<file path="src/rtl/drone_pkg.sv">
// Shared encodings for the drone plant model: motor/drop codes, default
// station positions and the plant FSM state type.
// Optional feature macro: DRONE_PLANT_FAULT_EN (adds the FAULT state).
package drone_pkg;

  localparam logic [1:0] MOTOR_STOP = 2'b00;
  localparam logic [1:0] MOTOR_UP   = 2'b01;
  localparam logic [1:0] MOTOR_DOWN = 2'b10;
  localparam logic [1:0] MOTOR_ILL  = 2'b11;

  localparam int DROP_BIT5 = 0;
  localparam int DROP_BIT6 = 1;

  localparam int DEF_POS_FS1 = 0;
  localparam int DEF_POS_FS5 = 100;
  localparam int DEF_POS_FS6 = 120;

`ifdef DRONE_PLANT_FAULT_EN
  typedef enum logic [2:0] {
    IDLE, MOVE_UP, MOVE_DOWN, DROP5, DROP6, FAULT
  } plant_state_t;
`else
  typedef enum logic [2:0] {
    IDLE, MOVE_UP, MOVE_DOWN, DROP5, DROP6
  } plant_state_t;
`endif

endpackage

</file>
<file path="src/rtl/drone_step_timer.sv">
// Movement prescaler: counts 0..STEP_DIV-1 while enabled and emits a
// one-cycle tick on the wrap cycle. clr restarts the count from zero.
module drone_step_timer #(
  parameter int STEP_DIV = 4
) (
  input  logic clk,
  input  logic reset,
  input  logic en,
  input  logic clr,
  output logic tick
);

  localparam int CNT_W = (STEP_DIV > 1) ? $clog2(STEP_DIV) : 1;
  localparam logic [CNT_W-1:0] CNT_LAST = CNT_W'(STEP_DIV - 1);

  logic [CNT_W-1:0] cnt_reg;

  assign tick = en && !clr && (cnt_reg == CNT_LAST);

  // Prescaler count: clear has priority, wraps back to zero on the tick cycle.
  always_ff @(posedge clk or posedge reset) begin
    if (reset) begin
      cnt_reg <= '0;
    end else if (clr) begin
      cnt_reg <= '0;
    end else if (en) begin
      cnt_reg <= (cnt_reg == CNT_LAST) ? '0 : cnt_reg + 1'b1;
    end
  end

endmodule

</file>
<file path="src/rtl/drone_plant.sv">
// Behavioural shaft plant and call panel for the drone delivery controller.
// Integrates Motor into pos, decodes station sensors, times drops into
// Floor5/Floor6 strobes and latches call buttons.
// Optional feature macro: DRONE_PLANT_FAULT_EN (sticky fault output/state).
module drone_plant
  import drone_pkg::*;
#(
  parameter int POS_W       = 8,
  parameter int POS_FS1     = DEF_POS_FS1,
  parameter int POS_FS5     = DEF_POS_FS5,
  parameter int POS_FS6     = DEF_POS_FS6,
  parameter int STEP_DIV    = 4,
  parameter int DROP_CYCLES = 8
) (
  input  logic             clk,
  input  logic             reset,
  input  logic [1:0]       Motor,
  input  logic [1:0]       Drop,
  input  logic             btn5,
  input  logic             btn6,
  output logic             FS1,
  output logic             FS5,
  output logic             FS6,
  output logic             Floor5,
  output logic             Floor6,
  output logic             Call5,
  output logic             Call6,
`ifdef DRONE_PLANT_FAULT_EN
  output logic             fault,
`endif
  output logic [POS_W-1:0] pos
);

  localparam logic [POS_W-1:0] P1 = POS_W'(POS_FS1);
  localparam logic [POS_W-1:0] P5 = POS_W'(POS_FS5);
  localparam logic [POS_W-1:0] P6 = POS_W'(POS_FS6);
  localparam int DC_W = (DROP_CYCLES > 1) ? $clog2(DROP_CYCLES) : 1;
  localparam logic [DC_W-1:0] DC_LAST = DC_W'(DROP_CYCLES - 1);

  plant_state_t     state_reg, state_next;
  logic [POS_W-1:0] pos_reg;
  logic [DC_W-1:0]  drop_cnt_reg;
  logic             floor5_reg, floor6_reg;
  logic             call5_reg, call6_reg;
  logic             step_en, step_clr, step_tick;
  logic             drop5_done, drop6_done;
  logic             in_drop;

  assign pos    = pos_reg;
  assign FS1    = (pos_reg == P1);
  assign FS5    = (pos_reg == P5);
  assign FS6    = (pos_reg == P6);
  assign Floor5 = floor5_reg;
  assign Floor6 = floor6_reg;
  assign Call5  = call5_reg;
  assign Call6  = call6_reg;

  assign in_drop = (state_reg == DROP5) || (state_reg == DROP6);

  // A drop completes on the cycle its count reaches the last value while
  // the matching Drop bit is still held with the motor stopped.
  assign drop5_done = (state_reg == DROP5) && Drop[DROP_BIT5] &&
                      (Motor == MOTOR_STOP) && (drop_cnt_reg == DC_LAST);
  assign drop6_done = (state_reg == DROP6) && Drop[DROP_BIT6] &&
                      (Motor == MOTOR_STOP) && (drop_cnt_reg == DC_LAST);

  // Next-state decode; Motor=11 is a stop unless the fault option is built in.
  always_comb begin
    state_next = state_reg;
    case (state_reg)
      IDLE: begin
        if (Motor == MOTOR_UP)
          state_next = MOVE_UP;
        else if (Motor == MOTOR_DOWN)
          state_next = MOVE_DOWN;
        else if ((Motor == MOTOR_STOP) && (Drop == 2'b01) && (pos_reg == P5))
          state_next = DROP5;
        else if ((Motor == MOTOR_STOP) && (Drop == 2'b10) && (pos_reg == P6))
          state_next = DROP6;
      end
      MOVE_UP, MOVE_DOWN: begin
        if (Motor == MOTOR_UP)
          state_next = MOVE_UP;
        else if (Motor == MOTOR_DOWN)
          state_next = MOVE_DOWN;
        else
          state_next = IDLE;
      end
      DROP5: begin
        if (!Drop[DROP_BIT5] || (Motor != MOTOR_STOP) || drop5_done)
          state_next = IDLE;
      end
      DROP6: begin
        if (!Drop[DROP_BIT6] || (Motor != MOTOR_STOP) || drop6_done)
          state_next = IDLE;
      end
      default: state_next = state_reg;
    endcase
`ifdef DRONE_PLANT_FAULT_EN
    if ((Motor == MOTOR_ILL) || (Drop == 2'b11) ||
        (in_drop && (Motor != MOTOR_STOP)) || (state_reg == FAULT))
      state_next = FAULT;
`endif
  end

  // Steps only accrue while the move state persists; any transition restarts them.
  assign step_en  = ((state_reg == MOVE_UP) || (state_reg == MOVE_DOWN)) &&
                    (state_next == state_reg);
  assign step_clr = (state_next != state_reg);

  drone_step_timer #(
    .STEP_DIV (STEP_DIV)
  ) u_step_timer (
    .clk   (clk),
    .reset (reset),
    .en    (step_en),
    .clr   (step_clr),
    .tick  (step_tick)
  );

  // State register.
  always_ff @(posedge clk or posedge reset) begin
    if (reset) state_reg <= IDLE;
    else       state_reg <= state_next;
  end

  // Shaft position integrator, saturating at the bottom and top stations.
  always_ff @(posedge clk or posedge reset) begin
    if (reset) begin
      pos_reg <= P1;
    end else if (step_tick) begin
      if ((state_reg == MOVE_UP) && (pos_reg != P6))
        pos_reg <= pos_reg + 1'b1;
      else if ((state_reg == MOVE_DOWN) && (pos_reg != P1))
        pos_reg <= pos_reg - 1'b1;
    end
  end

  // Drop hold counter: runs only while the drop state is kept, else cleared.
  always_ff @(posedge clk or posedge reset) begin
    if (reset)
      drop_cnt_reg <= '0;
    else if (in_drop && (state_next == state_reg))
      drop_cnt_reg <= drop_cnt_reg + 1'b1;
    else
      drop_cnt_reg <= '0;
  end

  // One-cycle delivery-complete strobes.
  always_ff @(posedge clk or posedge reset) begin
    if (reset) begin
      floor5_reg <= 1'b0;
      floor6_reg <= 1'b0;
    end else begin
      floor5_reg <= drop5_done && (state_next == IDLE);
      floor6_reg <= drop6_done && (state_next == IDLE);
    end
  end

  // Call latches: a button press beats the clear from a same-cycle strobe.
  always_ff @(posedge clk or posedge reset) begin
    if (reset) begin
      call5_reg <= 1'b0;
      call6_reg <= 1'b0;
    end else begin
      if (btn5)            call5_reg <= 1'b1;
      else if (floor5_reg) call5_reg <= 1'b0;
      if (btn6)            call6_reg <= 1'b1;
      else if (floor6_reg) call6_reg <= 1'b0;
    end
  end

`ifdef DRONE_PLANT_FAULT_EN
  logic fault_reg;
  assign fault = fault_reg;

  // Sticky fault flag, cleared only by reset.
  always_ff @(posedge clk or posedge reset) begin
    if (reset) fault_reg <= 1'b0;
    else       fault_reg <= fault_reg | (state_next == FAULT);
  end
`endif

endmodule

</file>
<file path="config.mk">
export PLATFORM = sky130hd
export DESIGN_NAME = drone_plant
export DESIGN_NICKNAME = d
export VERILOG_FILES = /design/src/rtl/drone_pkg.sv /design/src/rtl/drone_step_timer.sv /design/src/rtl/drone_plant.sv
export SDC_FILE = /design/constraint.sdc
export NUM_CORES = 1
export LEC_CHECK = 0
export CAP_MARGIN = 20
export CORE_MARGIN = 10
export CORE_UTILIZATION = 25
export DETAILED_ROUTE_END_ITERATION = 10
export HOLD_SLACK_MARGIN = 0.08
export PLACE_DENSITY = 0.49
export SLEW_MARGIN = 20
export SYNTH_ARGS = -nofsm -noshare
export SYNTH_HDL_FRONTEND = slang
export SYNTH_SLANG_ARGS = --single-unit
</file>
<file path="constraint.sdc">
create_clock -name clk -period 2.6 [get_ports clk]
set_clock_uncertainty 0.2 [all_clocks]
set_input_delay 0.78 -clock clk [delete_from_list [all_inputs] [get_ports clk]]
set_output_delay 0.78 -clock clk [all_outputs]
set_load 0.05 [all_outputs]
</file>
==> impl_results.rst, run 1 <==
.. list-table::
   :header-rows: 1

   * - Metric
     - Value
   * - Path category of the worst min-delay check
     - reg -> reg
   * - Count of mapped cells out of synthesis
     - approximately 150
   * - Share of the yosys chip area belonging to registers
     - about a third
   * - Post-synthesis average cell area
     - ~10 µm²
   * - Core region area
     - about 5500 µm²
   * - Die width
     - roughly 96 µm
   * - Final nets
     - between 200 and 250
   * - Register bit total from synthesis
     - 20
   * - Diode count
     - 0
   * - Most common library cell in the layout ignoring fill and taps
     - buf_4
   * - Unique cell type count in the Yosys netlist
     - between 40 and 50
   * - Crit path max fanout
     - 6
   * - TritonCTS Buffers
     - 3
   * - Type of element capturing the critical path
     - flop
   * - Number of design-rule violations left by the first detailed-router iteration
     - 44
   * - Clk Latency, worst-skew pair
     - between 200 and 300 ps
   * - Global-route wire length before repair
     - roughly 6300 µm
   * - Final cycle utilization of the critical path
     - 109%
   * - Sequential cell fraction of total power
     - 26.1%
   * - Setup repair after global routing missed its margin
     - yes
   * - Power after layout
     - approximately 1.4 mW
   * - Number of remaining DRC errors
     - 0
   * - Grt total ovfl
     - 0
   * - Met3 track demand over resource
     - under 10%
   * - Met2 global-route usage
     - around 14%
   * - Violated checks
     - negative setup slack
   * - Relative contribution of combinational cells to total power
     - 51.4%
   * - Total Routed Length
     - approximately 3800 µm
   * - Category of the critical setup timing path
     - reg -> reg
   * - Maximum achievable frequency
     - roughly 350 MHz
   * - Proportion of layout cells with a drive suffix above 1
     - between 40% and 50%
   * - Final worst-path setup slack
     - -225 ps
   * - Static leakage
     - 1.01 nW
   * - Largest register FFs
     - 8
   * - Pin count of the biggest net entering global routing
     - 21
   * - Area added between synthesis and finish
     - 53.3%
   * - Post-Synthesis Net Count
     - about 160
   * - Flop2flop setup slack
     - -220 ps
   * - Internal power
     - 0.888 mW
   * - TritonCTS clock tree
     - done
   * - Worst setup slack after placement
     - -400 ps
   * - Detailed Routing Iterations Pass 1
     - 4
   * - CTS clock-pin slew for the worst setup and hold paths
     - about 70 ps
   * - Ranking of synthesized cells by area
     - dfrtp_1 (35%), ha_1 (7.8%), mux2_4 (6.3%), nor2_1 (4.2%), xnor2_1 (3.6%)
   * - Clock share of power
     - between 20 and 25%
   * - Placed cell area
     - 1990 µm²
   * - Library cell occupying the most area in the post-synthesis netlist
     - dfrtp_1
   * - Warnings from Yosys
     - 0
   * - I/O pin count
     - 23
   * - Utilization of the core after routing
     - about two fifths
   * - CTS root buffer
     - clkbuf_8
   * - Antenna violations before repair
     - 0
   * - Vias per cell
     - roughly 4.8
   * - Count of input and output buffers
     - 22
   * - Result of the run
     - finished, violations left
   * - Switching fraction of total power
     - a little over a third
   * - Arrival time worst endpoint
     - 2800 ps
   * - H-Tree Level Count
     - 1
   * - Overall Global Routing Usage
     - 8.56%
   * - Initial standard-cell utilization of the core
     - between 20% and 30%
   * - Met1 GRT Util
     - between 10% and 20%
   * - Worst VDD drop
     - between 0.2 and 0.3 mV
   * - Relative slew slack
     - 65.8%
   * - ANT nets after route
     - 0
   * - Global placer's final weighted congestion
     - slightly below 0.9
   * - Worst-Margin Slew
     - 512 ps
   * - Post-layout min period
     - 2820 ps
   * - Die Height
     - 95.9 µm
   * - Setup_tns
     - -477 ps
   * - Via count of the first global-routing pass
     - roughly 1,400
   * - TritonCTS sink count
     - 20
   * - Number of slew-limit violations in the final report
     - 0
   * - Average wire per cell in the routed design
     - between 10 and 15 µm
   * - Final Hold Fails
     - 0
   * - Commonest register cell after synthesis
     - dfrtp_1
   * - Clock Tree Buf Depth
     - 2
   * - Max incr delay on CP
     - 430 ps
   * - Commonest cells after routing, fill and taps aside
     - buf_4 (46), nor2_1 (15), dfrtp_1 (12)
   * - Proportion of synthesized flip-flops having asynchronous set or reset
     - between 90% and 100%
   * - Cell Chain, Critical Path
     - nor3_4, nand4_1, nand3_4, ha_4, a21oi_2, o211ai_1, o41ai_1, buf_4, mux2_4, nand2_2, xnor2_1
   * - Detailed placement HPWL
     - between 2000 and 3000 µm
   * - Die footprint
     - between 9000 and 10,000 µm²
   * - Number of max-capacitance violations reported
     - 0
   * - Proportion of netlist area held by the largest area contributor
     - 34.8%
   * - FP Rows
     - 27
   * - Endpoints failing setup
     - 3
   * - Mapped cell area
     - about 1400 µm²
   * - Most congested layer reported by global routing
     - met2
   * - Kind of start point of the critical path
     - flop
   * - P_sw
     - 0.485 mW
   * - Vias post-DR
     - 1,325
   * - Data required, critical path
     - around 2600 ps
   * - Worst-path cell with the longest stage delay
     - dfrtp_2
   * - Number of enable-type register cells in the synthesized netlist
     - 0
   * - Final cell area excluding filler cells
     - 2210 µm²
   * - Power density over the cells
     - 622 nW/µm²
cells in the mapped netlist, types with 3 or more instances:
library cell / count
nor3_1: 4
and3_1: 3
o21ai_0: 3
nand3_1: 4
xnor2_1: 6
buf_6: 3
nand2_1: 9
a21oi_1: 9
mux2_4: 6
ha_1: 9
inv_1: 8
dfrtp_1: 20
nor2_1: 16
a21o_1: 4
routing by layer:
layer	share of wire (%)	vias to the layer above
met5	0	-
met4	1.6	0
met3	7.5	6
met2	45	41
met1	46	631
li1	-	647
area by class of cell:
cell class	instances	area, µm²
timing repair buffer	62	532
tap	72	90.1
clock inverter	1	30.0
fill	558	3330
inverter	8	32.5
multi-input combinational	111	971
clock buffer	3	41.3
sequential	20	510
power groups by stage:
stage	clock (mW)	combinational, mW	sequential, mW
2_1_floorplan	0	0.303	0.446
3_3_place_gp	0	0.636	0.360
3_5_place_dp	0	0.647	0.362
4_1_cts	0.322	0.689	0.359
5_1_grt	0.333	0.763	0.362
6_report	0.309	0.705	0.358
critical path: cells and delay by family (launching register included):
kind	cells	cell delay (ps)
compound gates	3	630
xor+xnor	1	100
fa+ha+maj	1	220
buf+inv	1	180
flops	1	430
mux	1	300
simple gates	4	690
metrics by stage:
step	hold WS, ps	instances
global placement	218	267
finish	232	277
floorplan	206	145
CTS	238	274
global route	261	277
detailed placement	227	267
worst paths after layout:
check / startpoint / endpoint / cells past startpoint
max: pos[0] / pos[7] / 11
min: drop_cnt_reg[0] / drop_cnt_reg[0] / 1
max reg2reg: pos[0] / pos[7] / 11
min reg2reg: drop_cnt_reg[0] / drop_cnt_reg[0] / 1
max in group asynchronous: reset / pos[4] / 3
min in group asynchronous: reset / drop_cnt_reg[2] / 3
cell families (layout without fill, tap and decap cells):
kind of cell	after synthesis	after routing	share of synthesized area [%]
xor+xnor	7	7	4.26
fa+ha+maj	10	10	9.21
compound gates	30	30	15.7
flops	20	20	34.8
mux	9	9	8.43
simple gates	55	55	22.2
buf+inv	14	74	5.39
timing repair:
action,CTS,global route
endpoints found under the setup margin,11,11
hold buffers,0,0
setup buffers,3,5
pin swaps,12,10
cloned,0,0
resized for setup,15,11
Note: power is estimated with default switching activity, not from simulation.
==> inputs of run 2 (changes only) <==
--- a/config.mk
+++ b/config.mk
@@ -5,6 +5,7 @@
 export SDC_FILE = /design/constraint.sdc
 export NUM_CORES = 1
 export LEC_CHECK = 0
+export ABC_CLOCK_PERIOD_IN_PS = 2600
 export CAP_MARGIN = 20
 export CORE_MARGIN = 10
 export CORE_UTILIZATION = 25
==> results of run 2 <==
The final DEF is identical to that of run 1; final timing and power are the same.
==> inputs of run 3 (changes only) <==
--- a/config.mk
+++ b/config.mk
@@ -12,6 +12,7 @@
 export DETAILED_ROUTE_END_ITERATION = 10
 export HOLD_SLACK_MARGIN = 0.08
 export PLACE_DENSITY = 0.49
+export RECOVER_POWER = 25
 export SLEW_MARGIN = 20
 export SYNTH_ARGS = -nofsm -noshare
 export SYNTH_HDL_FRONTEND = slang
==> impl_results.rst, run 3 (synthesis gave the netlist of run 1 again) <==
.. list-table::
   :header-rows: 1

   * - Metric
     - Value
   * - Result of the run
     - finished, violations left
   * - Violated checks
     - negative setup slack
   * - Flop2flop setup slack
     - -220 ps (about the same)
   * - Power density over the cells
     - 623 nW/µm² (about the same)
   * - Clock share of power
     - 22.6% (about the same)
   * - Number of remaining DRC errors
     - 0 (unchanged)
   * - Category of the critical setup timing path
     - reg -> reg
   * - Die footprint
     - 9200 µm² (unchanged)
   * - Global-route wire length before repair
     - 6330 µm (unchanged)
   * - FP Rows
     - 27 (unchanged)
   * - Static leakage
     - 1.01 nW (-0.33%)
   * - Cell Chain, Critical Path
     - nor3_4, nand4_1, nand3_4, ha_4, a21oi_2, o211ai_1, o41ai_1, buf_4, mux2_4, nand2_2, xnor2_1
   * - Final cycle utilization of the critical path
     - 109% (unchanged)
   * - Terminus of the critical flop-to-flop path
     - pos[7]
   * - Worst-path cell with the longest stage delay
     - dfrtp_2
   * - Endpoints failing setup
     - 3 (unchanged)
   * - Total Routed Length
     - 3760 µm (about the same)
   * - Global placer's final weighted congestion
     - 0.865 (unchanged)
   * - FILL cells
     - 558 (unchanged)
   * - Commonest cells after routing, fill and taps aside
     - buf_4 (45), nor2_1 (15), dfrtp_1 (12), nand2_1 (8), dfrtp_2 (8)
   * - Count of input and output buffers
     - 22 (unchanged)
   * - Die width
     - 95.9 µm (unchanged)
   * - Data required, critical path
     - 2580 ps (about the same)
   * - H-Tree Level Count
     - 1 (unchanged)
   * - Overall Global Routing Usage
     - 8.56% (unchanged)
   * - Reg-to-reg critical path startpoint
     - pos[0]
   * - Final nets
     - 224 (unchanged)
   * - Maximum achievable frequency
     - 354 MHz (unchanged)
   * - TritonCTS clock tree
     - done
   * - Crit path launch
     - pos[0]
   * - Proportion of layout cells with a drive suffix above 1
     - 46.8% (-0.49 points)
   * - Internal power
     - 0.887 mW (-0.11%)
   * - Vias per cell
     - 4.79 (+0.15%)
   * - Crit path max fanout
     - 6 (unchanged)
   * - Worst VDD drop
     - 0.251 mV (about the same)
   * - Number of max-capacitance violations reported
     - 0 (unchanged)
   * - Arrival time worst endpoint
     - 2800 ps (about the same)
   * - Setup repair after global routing missed its margin
     - yes
   * - Clock Tree Buf Depth
     - 2 (unchanged)
   * - Antenna violations before repair
     - 0 (unchanged)
   * - Average wire per cell in the routed design
     - 13.6 µm (about the same)
   * - Cells on worst reg2reg path
     - 11 (unchanged)
   * - CTS root buffer
     - clkbuf_8
   * - Area added between synthesis and finish
     - 53.0%
   * - Relative slew slack
     - 26.6% (-39 points)
   * - Clk Latency, worst-skew pair
     - 260 ps (about the same)
   * - Number of design-rule violations left by the first detailed-router iteration
     - 44 (unchanged)
   * - TritonCTS Buffers
     - 3 (unchanged)
   * - Last element of the critical path
     - pos[7]
   * - Path category of the worst min-delay check
     - reg -> reg
   * - Most common library cell in the layout ignoring fill and taps
     - buf_4
   * - Grt total ovfl
     - 0 (unchanged)
   * - CTS Hold Bufs
     - 0 (unchanged)
   * - ANT nets after route
     - 0 (unchanged)
   * - Kind of start point of the critical path
     - flop
   * - Switching fraction of total power
     - 35.4% (about the same)
   * - Vias post-DR
     - 1,327 (+0.15%)
   * - Final worst-path setup slack
     - -225 ps (unchanged)
   * - TritonCTS sink count
     - 20 (unchanged)
   * - Type of element capturing the critical path
     - flop
   * - Worst-Margin Slew
     - 1100 ps (+589 ps)
   * - Post-layout min period
     - 2820 ps (unchanged)
   * - CTS clock-pin slew for the worst setup and hold paths
     - 70 ps (about the same)
   * - Number of slew-limit violations in the final report
     - 0 (unchanged)
   * - Via count of the first global-routing pass
     - 1,368 (unchanged)
   * - Setup_tns
     - -477 ps (unchanged)
   * - Largest register FFs
     - 8 (unchanged)
   * - Core region area
     - 5540 µm² (unchanged)
   * - Die Height
     - 95.9 µm (unchanged)
   * - Initial standard-cell utilization of the core
     - 26.0% (unchanged)
   * - Diode count
     - 0 (unchanged)
   * - Detailed placement HPWL
     - 2930 µm (unchanged)
   * - Worst slack on hold paths
     - 232 ps (unchanged)
   * - Sequential cell fraction of total power
     - 26.1% (about the same)
   * - Relative contribution of combinational cells to total power
     - 51.3% (about the same)
   * - Detailed Routing Iterations Pass 1
     - 4 (unchanged)
   * - Pin count of the biggest net entering global routing
     - 21 (unchanged)
   * - I/O pin count
     - 23 (unchanged)
   * - Utilization of the core after routing
     - 39.8% (-0.068 points)
   * - Final Hold Fails
     - 0 (unchanged)
   * - Max incr delay on CP
     - 430 ps (about the same)
   * - P_sw
     - 0.485 mW (about the same)
## run 3: cell types whose count changed in the layout (fill, tap and decap cells not counted), sizes merged
| cell | change |
|---|---|
| clkbuf | +1 |
| dlygate4sd3 | +1 |
| clkdlybuf4s50 | -1 |
| buf | -1 |
## run 3: final cells by class
type	count	area (µm²)	share of cell area [%]
sequential	20	510	23.2
tap	72	90.1	4.09
inverter	8	32.5	1.48
timing repair buffer	62	528	24.0
clock buffer	3	41.3	1.87
multi-input combinational	111	971	44.1
clock inverter	1	30.0	1.36
## run 3: per-stage QoR
stage / setup slack (ps) / power, mW / instances / instance area [µm²]
6_report: -225 / 1.37 / 277 / 2200
5_1_grt: -397 / 1.46 / 277 / 2200
4_1_cts: -221 / 1.37 / 274 / 2160
3_5_place_dp: -400 / 1.01 / 267 / 1990
3_3_place_gp: -366 / 0.996 / 267 / 1990
2_1_floorplan: -165 / 0.750 / 145 / 1460
## run 3: power by group through the flow
stage | registers, mW | logic, mW | clock network, mW
2_1_floorplan | 0.446 | 0.303 | 0
3_3_place_gp | 0.360 | 0.636 | 0
3_5_place_dp | 0.362 | 0.647 | 0
4_1_cts | 0.359 | 0.689 | 0.322
5_1_grt | 0.362 | 0.762 | 0.333
6_report | 0.358 | 0.704 | 0.309
## run 3: worst min-delay path by stage
stage / to / depth (start not counted) / from
5_1_grt: drop_cnt_reg[0] / 1 / drop_cnt_reg[0]
4_1_cts: drop_cnt_reg[0] / 1 / drop_cnt_reg[0]
6_report: drop_cnt_reg[0] / 1 / drop_cnt_reg[0]
3_5_place_dp: drop_cnt_reg[0] / 1 / drop_cnt_reg[0]
2_1_floorplan: drop_cnt_reg[0] / 1 / drop_cnt_reg[0]
3_3_place_gp: drop_cnt_reg[0] / 1 / drop_cnt_reg[0]
## run 3: what timing repair did
action                     CTS  global route
setup endpoints to repair   11            11
pin swaps                   12            10
setup buffers                3             5
gates resized for setup     15            11
## run 3: metal layers
metal  GRT usage, %  part of all wire [%]  vias to the layer above
li1               -                     -                      647
met1           10.5                    45                      631
met2           13.8                    45                       43
met3           2.65                   7.6                        6
met4           3.19                   1.6                        0
met5              0                     0                        -
## run 3: worst max-delay path: cells and delay by family, from the launching register on
kind                       cells  cell delay, ps
xor gates and xnor gates       1             100
and+or+nand+nor                4             690
muxes                          1             300
DFF                            1             430
adders and majority gates      1             220
buffers and inverters          1             180
AOI/OAI and AO/OA              3             630
